`src/rtl/load_pkg.sv`:
```
// Shared load-path definitions: op encodings, widths, output-buffer entry
// layout and buffer occupancy states.
package load_pkg;
   localparam int DATA_W = 32;
   localparam int RD_W   = 5;

   localparam logic [2:0] OP_LW  = 3'b000;
   localparam logic [2:0] OP_LH  = 3'b001;
   localparam logic [2:0] OP_LHU = 3'b010;
   localparam logic [2:0] OP_LB  = 3'b011;
   localparam logic [2:0] OP_LBU = 3'b100;

   typedef struct packed {
      logic              err;
      logic [RD_W-1:0]   rd;
      logic [DATA_W-1:0] data;
   } load_ent_t;

   // Encoded as the entry count so the state doubles as occupancy.
   typedef enum logic [1:0] {
      BUF_EMPTY = 2'd0,
      BUF_ONE   = 2'd1,
      BUF_FULL  = 2'd2
   } buf_st_t;
endpackage

```
`src/rtl/load_lane_ext.sv`:
```
// Combinational lane select and sign/zero extension of a raw memory word.
// Shared with the forwarding unit, so it holds no state.
module load_lane_ext
   import load_pkg::*;
(
   input  logic [DATA_W-1:0] in_word,
   input  logic [1:0]        in_addr_lo,
   input  logic [2:0]        in_op,
   output logic [DATA_W-1:0] data,
   output logic              err
);
   logic [7:0]  byte_sel;
   logic [15:0] half_sel;

   always_comb begin
      byte_sel = 8'h00;
      case (in_addr_lo)
         2'd0: byte_sel = in_word[7:0];
         2'd1: byte_sel = in_word[15:8];
         2'd2: byte_sel = in_word[23:16];
         2'd3: byte_sel = in_word[31:24];
         default: byte_sel = 8'h00;
      endcase
      half_sel = in_addr_lo[1] ? in_word[31:16] : in_word[15:0];
   end

   always_comb begin
      data = '0;
      err  = 1'b0;
      case (in_op)
         OP_LW:  begin data = in_word;                       err = (in_addr_lo != 2'd0); end
         OP_LH:  begin data = {{16{half_sel[15]}}, half_sel}; err = in_addr_lo[0];        end
         OP_LHU: begin data = {16'h0000, half_sel};          err = in_addr_lo[0];        end
         OP_LB:  data = {{24{byte_sel[7]}}, byte_sel};
         OP_LBU: data = {24'h000000, byte_sel};
         default: err = 1'b1;
      endcase
      // Faulting loads carry zero data so nothing stale leaks into WB.
      if (err) data = '0;
   end
endmodule

```
`src/rtl/load_data_ext.sv`:
```
// MEM/WB load extractor: lane extension feeding a 2-entry in-order output
// queue with a registered in_ready and a synchronous flush.
module load_data_ext #(
   parameter int DATA_W = 32,
   parameter int RD_W   = 5,
   parameter int DEPTH  = 2
) (
   input  logic              clk,
   input  logic              rst_n,
   input  logic              in_valid,
   output logic              in_ready,
   input  logic [DATA_W-1:0] in_word,
   input  logic [1:0]        in_addr_lo,
   input  logic [2:0]        in_op,
   input  logic [RD_W-1:0]   in_rd,
   input  logic              flush,
   output logic              out_valid,
   input  logic              out_ready,
   output logic [DATA_W-1:0] out_data,
   output logic [RD_W-1:0]   out_rd,
   output logic              out_err
);
   import load_pkg::*;

   buf_st_t                st, st_nxt;
   logic                   rd_ptr, wr_ptr;
   load_ent_t [DEPTH-1:0]  ent_q;
   load_ent_t              ent_in;
   logic                   push, pop;

   load_lane_ext u_lane (
      .in_word    (in_word),
      .in_addr_lo (in_addr_lo),
      .in_op      (in_op),
      .data       (ent_in.data),
      .err        (ent_in.err)
   );
   assign ent_in.rd = in_rd;

   assign out_valid = (st != BUF_EMPTY);
   assign out_data  = ent_q[rd_ptr].data;
   assign out_rd    = ent_q[rd_ptr].rd;
   assign out_err   = ent_q[rd_ptr].err;

   assign push = in_valid & in_ready & ~flush;
   assign pop  = out_valid & out_ready & ~flush;

   always_comb begin
      st_nxt = st;
      if (flush) st_nxt = BUF_EMPTY;
      else begin
         case (st)
            BUF_EMPTY: if (push) st_nxt = BUF_ONE;
            BUF_ONE: begin
               if (push && !pop)      st_nxt = BUF_FULL;
               else if (pop && !push) st_nxt = BUF_EMPTY;
            end
            BUF_FULL:  if (pop) st_nxt = BUF_ONE;
            default:   st_nxt = BUF_EMPTY;
         endcase
      end
   end

   always_ff @(posedge clk or negedge rst_n) begin
      if (!rst_n) begin
         st       <= BUF_EMPTY;
         rd_ptr   <= 1'b0;
         wr_ptr   <= 1'b0;
         in_ready <= 1'b0;
         ent_q    <= '0;
      end else begin
         st       <= st_nxt;
         // Registered off next occupancy so WB backpressure never reaches in_ready combinationally.
         in_ready <= (st_nxt != BUF_FULL);
         if (flush) begin
            rd_ptr <= 1'b0;
            wr_ptr <= 1'b0;
         end else begin
            if (push) begin
               ent_q[wr_ptr] <= ent_in;
               wr_ptr        <= ~wr_ptr;
            end
            if (pop) rd_ptr <= ~rd_ptr;
         end
      end
   end
endmodule

```
`config.mk`:
```
export PLATFORM = sky130hd
export DESIGN_NAME = load_data_ext
export DESIGN_NICKNAME = d
export VERILOG_FILES = /design/src/rtl/load_pkg.sv /design/src/rtl/load_lane_ext.sv /design/src/rtl/load_data_ext.sv
export SDC_FILE = /design/constraint.sdc
export NUM_CORES = 1
export LEC_CHECK = 0
export ABC_AREA = 1
export CAP_MARGIN = 5
export CORE_UTILIZATION = 56
export DETAILED_ROUTE_END_ITERATION = 6
export PLACE_DENSITY = 0.87
export SETUP_SLACK_MARGIN = 0.5
export SKIP_LAST_GASP = 1
export SYNTH_ARGS = -nofsm -noshare
export SYNTH_HDL_FRONTEND = slang
export SYNTH_SLANG_ARGS = --single-unit
```
`constraint.sdc`:
```
create_clock -name clk -period 3.82 [get_ports clk]
set_input_delay 0.955 -clock clk [delete_from_list [all_inputs] [get_ports clk]]
set_output_delay 0.955 -clock clk [all_outputs]
set_load 0.1 [all_outputs]
```
Word-level counts from Yosys, hierarchy flattened
Index checks and enable logic that the tools add are counted.
{ "op_classes": {"n_lt_le_gt_ge": 3, "eq_ne": 10, "muxes": 20, "bitwise": 7, "n_reduce_logical": 15} }
{ "op_table": {"columns": ["op", "n"], "rows": [
  ["one-hot mux 32 bit (5 select lines)", 1],
  ["2-to-1 mux 38 bit", 3],
  ["bitwise mux 76 bit", 1],
  ["demux 38 bit (select 1 bit)", 1],
  ["2-to-1 mux 32 bit", 1],
  ["one-hot mux 8 bit (4 select lines)", 1],
  ["2-to-1 mux 16 bit", 1],
  ["2-to-1 mux 2 bit", 5],
  ["nonzero test 2 bit", 4],
  ["equality test 2 bit, second input constant", 3],
  ["equality test 3 x 2 -> 1 bit, second input constant", 2],
  ["one-hot mux 2 bit (3 select lines)", 1],
  ["bitwise AND 1 bit", 4],
  ["equality test 2 x 1 -> 1 bit, second input constant", 2],
  ["zero test 2 bit", 2],
  ["less-than comparator 1 x 2 -> 1 bit, second input constant", 2],
  ["2-to-1 mux 1 bit", 4],
  ["OR reduction 2 bit", 2],
  ["equality test 3 x 1 -> 1 bit, second input constant", 1],
  ["equality test 3 bit, second input constant", 1],
  ["logical AND 1 bit", 3],
  ["zero test 3 bit", 1],
  ["NOT 1 bit", 3],
  ["one-hot mux 1 bit (3 select lines)", 1],
  ["4 further kinds", 5]
]} }
{ "word_totals": {"reg_bits": 81, "inputBits": 47, "wordCells": 65} }

Logic depth before layout (Yosys ltp)
Gate-level depths: netlist (run 1).
{ "logic_depth": {"depth_word": 9, "ltp_mapped": 11, "depth_no_buf": 9} }

Modules after synthesis
A second synthesis (run 1) with hierarchy kept.
{ "unflattened": {"cells_unflattened": 632, "area_unflattened_um2": 4708.3} }
{ "modules_own_cells": {"columns": ["mod", "instances", "cells_each", "area_per_inst_um2"], "rows": [
  ["load_data_ext", 1, 354, 3523.4],
  ["load_lane_ext", 1, 278, 1184.9]
]} }

Worst setup path after synthesis (run 1)
No wires, ideal clock.
{ "synth_timing": {"path_kind": "reg-to-output", "startpoint": "reg st[1]", "endpoint": "out out_valid", "arrival_ns": 1.337, "setup_slack_ns": 1.528, "path_stages_with_launch": 3, "path_buffers": 1, "cell_sequence": "dfrtp_1 > or2_2 > clkbuf_1"} }
{ "synth_via": {"elab_chain_len": 1} }
{ "synth_lines": {"columns": ["element", "line_no", "text"], "rows": [
  ["from (decl)", "load_data_ext.sv:25", "buf_st_t st, st_nxt;"],
  ["from (signal assigned)", "load_data_ext.sv:72", "st <= st_nxt;"],
  ["nonzero test 2 bit", "load_data_ext.sv:40", "assign out_valid = (st != BUF_EMPTY);"],
  ["to (decl)", "load_data_ext.sv:17", "output logic out_valid,"]
]} }
No other way between the ends.

Final worst setup path (run 1)
Same ends and word-level chain as after synthesis.

==> results of run 1 <==
-- logic make-up after synthesis --
group | Yosys count | share of synthesized area (%)
flip-flops | 81 | 44.8
AND/OR/NAND/NOR | 382 | 35.0
AO/OA/AOI/OAI | 28 | 3.09
buffers and inverters | 72 | 7.74
multiplexers | 38 | 9.45
-- state kept, by name, indices dropped and copies added, names as in the netlist --
register  flops
wr_ptr        1
ent_q        76
st            2
in_ready      1
rd_ptr        1
-- layout make-up --
cell class	instances	area (um2)
Sequential cell	81	2030
Clock inverter	5	38.8
Fill cell	659	2310
Inverter	43	164
Timing Repair Buffer	90	793
Multi-Input combinational cell	448	2150
Tap cell	102	128
Clock buffer	11	151
-- metrics by stage --
stage / setup WS (ns) / util [%]
final: 0.787 / 70.2
after CTS: 0.778 / 70.2
after floorplan: 1.53 / -
after detailed placement: 0.861 / 67.8
after global placement: 0.946 / 67.8
after global routing: 0.730 / 70.2
-- cells in the final DEF (no fill, tap or decap) --
cell type        instances
a21oi_1                  9
buf_4                   43
clkbuf_8                11
clkdlybuf4s50_1         47
clkinv_2                 1
clkinv_4                 2
clkinvlp_4               1
dfrtp_1                 81
inv_1                   39
inv_2                    3
inv_4                    1
inv_6                    1
mux2_2                  38
nand2_1                293
nand2_2                  5
nand2_4                  2
nand3_1                 39
nand3_2                  1
nand3b_4                 1
nand4_2                  1
nor2_1                  34
nor2_2                   2
nor2_8                   2
o21ai_0                 19
or2_2                    2
-- power breakdown --
group	internal (W)	leakage, nW	switching (W)
clock network	0.000275	0.0959	0.000327
registers	0.000972	1.08	0.0000596
logic	0.000251	1.91	0.000676
-- critical path, stage by stage (launching register included) --
cell	delay, ns
dfrtp_1	0.40
or2_2	0.34
clkdlybuf4s50_1	0.98
-- final timing paths --
| kind | endpoint | slack (ns) | start |
|---|---|---|---|
| hold / removal | ent_q[27]$_DFFE_PN0P_ | 0.48 | ent_q[27]$_DFFE_PN0P_ |
| setup reg to reg | ent_q[0]$_DFFE_PN0P_ | 1.98 | in_ready$_DFF_PN0_ |
| setup / recovery | out_valid | 0.79 | st[1]$_DFF_PN0_ |
| min in group asynchronous | rd_ptr$_DFFE_PN0P_ | 0.76 | rst_n |
| hold reg to reg | ent_q[27]$_DFFE_PN0P_ | 0.48 | ent_q[27]$_DFFE_PN0P_ |
| max in group asynchronous | ent_q[8]$_DFFE_PN0P_ | 2.40 | rst_n |
-- cells in the mapped netlist, drive strengths merged --
cell    instances
o21ai          19
clkbuf         10
inv            43
a21oi           9
nand3b          1
nand2         300
nor2           38
or2             2
nand4           1
buf            19
dfrtp          81
mux2           38
nand3          40
-- routing by layer --
metal	vias up	wire length, um	global-route usage (%)
met2	139	5300	45.3
met5	-	0	0
met3	19	680	5.31
met4	0	184	9.38
li1	2002	-	-
met1	1941	5230	40.3
==> impl_metrics.tcl, run 1 <==
set metrics [dict create \
    grt_overflow 0 \
    cp.required_ns 2.86 \
    cts-hold-fix-buffers 0 \
    final_cells 780 \
    wl_um 11400 \
    cts_tree "done" \
    hold_class "reg2reg" \
    syn2layout_area_growth_pct 20.4 \
    cts_setup_buffers 0 \
    synth_area_mm2 0.00453 \
    dr.pass1.iters 5 \
    cp-end-kind "output port" \
    fin_tns_setup_ns 0 \
    coreArea_mm2 0.00777 \
    fp.dieArea_mm2 0.00845 \
    max_freq_ghz 0.330 \
    reg2reg_depth 6 \
    vias 4101 \
    fp.dieW_um 91.9 \
    fin_worst_skew_ns 0.00522 \
    postSynthCellCount 601 \
    hpwl_um 7590 \
    synthDistinctLibCells 22 \
    synth.top_cell.area_share_pct 44.8 \
    worstSetupPathType "reg2out" \
    final_nets 720 \
    period_share_pct 79.4 \
    start_kind "register" \
    initial_core_util_pct 58.3 \
    period_needed_ns 3.03 \
    maxSlewViolCount 0 \
    fin_area_mm2 0.00545 \
    ys_ff_latch 81 \
    status "finished clean" \
    ant_nets 0 \
    cts.sinks 81 \
    ys_seq_area_share_pct 44.8 \
    arrival_ns 2.08 \
    worstMarginPinSlew_ns 1.03 \
    cts_max_path_buffers 2 \
    slew_headroom_pct 31.6 \
    mappedNetlistNets 648 \
    whs_ns 0.478 \
    drv_cap 0 \
    rsz0062_at_grt "no" \
    yosysWarningCount 0 \
    finalHoldViolCount 0 \
    die_y_um 91.9 \
    diodes 0 \
    post_cts_resized 0 \
    wire_per_inst_um 14.6 \
    grt_pass1_wl_um 19200 \
    final_layout_size_suffix_gt1_share_pct 17.3 \
    dr.first_iter.drc_count 237 \
    clk_transition_reported_paths_ns 0.08 \
    ys_top_cells_by_area "dfrtp_1 (45%), nand2_1 (24%), mux2_2 (9.4%)" \
    cp_max_fo 5 \
    place_inst 764 \
    synth_top_area_cell "dfrtp_1" \
    grt_max_degree 82 \
    post_dp_cell_area_mm2 0.00526 \
    powerDensity_mw_per_mm2 469 \
    leakagePower_nw 3.08 \
    antenna_found_initial 0 \
    via_per_inst 5.26 \
    clk_latency_ns 0.36 \
    whs_path_depth 2 \
    worst_ir_drop_vdd_uv 235 \
    cts_buffers 9 \
    grt_usage_pct 28.8 \
    cts-htree-levels 3 \
    finalPower_w 0.00256 \
    port_buffers 86 \
    drc 0 \
    syn_avg_cell_area_um2 7.54 \
    gp_congestion 0.876 \
    cts-root-buf "clkbuf_8" \
    pin_count 87 \
    grt_pass1_vias 4040 \
    setup_viol 0 \
    row_count 32 \
]
No activity file was read; power rests on OpenSTA's default activity.
==> inputs of run 2 (changes only) <==
Settings changed: CORE_UTILIZATION 56 to 52, PLACE_DENSITY 0.87 to 0.82.
Clock period 3.82 ns to 3.1 ns, I/O delays scaled along.
==> impl_metrics.tcl, run 2 (synthesized netlist as in run 1, its figures left out) <==
set metrics [dict create \
    status "finished clean" \
    r2r_start "in_ready$_DFF_PN0_" \
    port_buffers 86 \
    largest_reg_flops 76 \
    hpwl_um 8210 \
    cp_max_fo 40 \
    start_kind "register" \
    maxSlewViolCount 0 \
    utilization_pct 71.7 \
    max_freq_ghz 0.404 \
    wire_per_inst_um 15.6 \
    reg2reg_slack_ns 1.55 \
    coreArea_mm2 0.00834 \
    final_nets 721 \
    grt_usage_pct 28.8 \
    setup_viol 0 \
    gp_congestion 0.931 \
    grt_overflow 0 \
    regMostFlops "ent_q" \
    drv_cap 0 \
    reg_top3 "ent_q: 76 flops, st: 2 flops" \
    leakagePower_nw 3.23 \
    arrival_ns 1.70 \
    cts-htree-levels 3 \
    endpoint "out_data[15]" \
    cts_tree "done" \
    slowest_stage "mux2_2" \
    fin_tns_setup_ns 0 \
    cts.sinks 81 \
    rsz0062_at_grt "no" \
    final_common_cell "nand2_1" \
    worstSetupStartpoint "rd_ptr$_DFFE_PN0P_" \
    ant_nets 0 \
    hold_class "reg2reg" \
    period_needed_ns 2.48 \
    via_per_inst 5.32 \
    pin_count 87 \
    syn2layout_area_growth_pct 32.0 \
    diodes 0 \
    multi_input_area_mm2 0.00215 \
    post_cts_resized 1 \
    worstSetupPathType "reg2out" \
    cts_setup_buffers 0 \
    fp.dieArea_mm2 0.00909 \
    worstMarginPinSlew_ns 1.02 \
    dr.first_iter.drc_count 204 \
    clk_latency_ns 0.36 \
    final_cell_mix "nand2_1 (293), dfrtp_1 (81), clkdlybuf4s50_1 (45), inv_1 (39), nand3_1 (39)" \
    cts_buffers 9 \
    drc 0 \
    r2r-end "ent_q[14]$_DFFE_PN0P_" \
    register_area_mm2 0.00203 \
    dr.pass1.iters 7 \
    row_count 33 \
    finalHoldViolCount 0 \
    grt_max_degree 82 \
    reg2reg_depth 6 \
    grt_pass1_wl_um 19700 \
    worst_ir_drop_vdd_uv 339 \
    fillers 625 \
    cts_max_path_buffers 2 \
    cpPeakStageDelay_ns 0.44 \
    vias 4163 \
    period_share_pct 79.8 \
    clk_transition_reported_paths_ns 0.09 \
    slew_headroom_pct 31.7 \
    crit_path_cell_trace "buf_6, mux2_2, buf_12" \
    powerDensity_mw_per_mm2 590 \
    cp-end-kind "output port" \
    initial_core_util_pct 54.3 \
    cts-hold-fix-buffers 0 \
    final_layout_size_suffix_gt1_share_pct 17.6 \
    grt_pass1_vias 4068 \
    fin_worst_skew_ns 0.0135 \
    cts-root-buf "clkbuf_8" \
    die_y_um 95.3 \
    wl_um 12200 \
    fp.dieW_um 95.3 \
    antenna_found_initial 0 \
    whs_ns 0.480 \
    cp.required_ns 2.32 \
]
==> run 2: cell types whose count changed in the layout (fill, tap and decap cells not counted), sizes merged <==
cell	change
inv	-1
clkinv	-2
buf	+3
clkdlybuf4s50	-2
bufinv	+2
==> run 2: layout make-up <==
type	count	share of cell area, %
inverters	43	2.74
clock buffers	11	2.53
clock inverters	4	1.28
well taps	105	2.20
multi-input cells	448	36.0
repair buffers	91	21.3
flip-flops and latches	81	33.9
==> run 2: how the worst min path moves through the flow <==
stage                                     start               endpoint  cells past startpoint
after floorplan           ent_q[38]$_DFFE_PN0P_  ent_q[38]$_DFFE_PN0P_                      2
after global placement    ent_q[54]$_DFFE_PN0P_  ent_q[54]$_DFFE_PN0P_                      2
after detailed placement  ent_q[62]$_DFFE_PN0P_  ent_q[62]$_DFFE_PN0P_                      2
after CTS                  ent_q[2]$_DFFE_PN0P_   ent_q[2]$_DFFE_PN0P_                      2
after global routing      ent_q[56]$_DFFE_PN0P_  ent_q[56]$_DFFE_PN0P_                      2
final                      ent_q[2]$_DFFE_PN0P_   ent_q[2]$_DFFE_PN0P_                      2
==> run 2: critical path, delay by kind of cell (launching register included) <==
family	cells	cell delay, ns
buffers and inverters	2	0.53
DFF	1	0.35
muxes	1	0.44
==> run 2: layer usage <==
metal	part of all wire, %	wire, um	global-route usage, %
met3	6.3	769	5.42
met2	48	5820	47.2
met1	44	5360	38.1
met4	2.1	259	9.85
met5	0	0	0
==> run 2: report_power, final <==
group          internal (W)  switching (W)
Sequential          0.00120      0.0000740
Combinational      0.000487       0.000881
Clock              0.000495       0.000393
==> run 2: per-stage QoR <==
step,instance area (um2),total power [W],std cells,setup WS (ns)
after global placement,5750,0.00263,768,0.562
after global routing,5980,0.00367,783,0.555
after detailed placement,5750,0.00266,768,0.453
after CTS,5980,0.00354,783,0.611
after floorplan,4530,0.00218,601,0.988
final,5980,0.00353,783,0.625
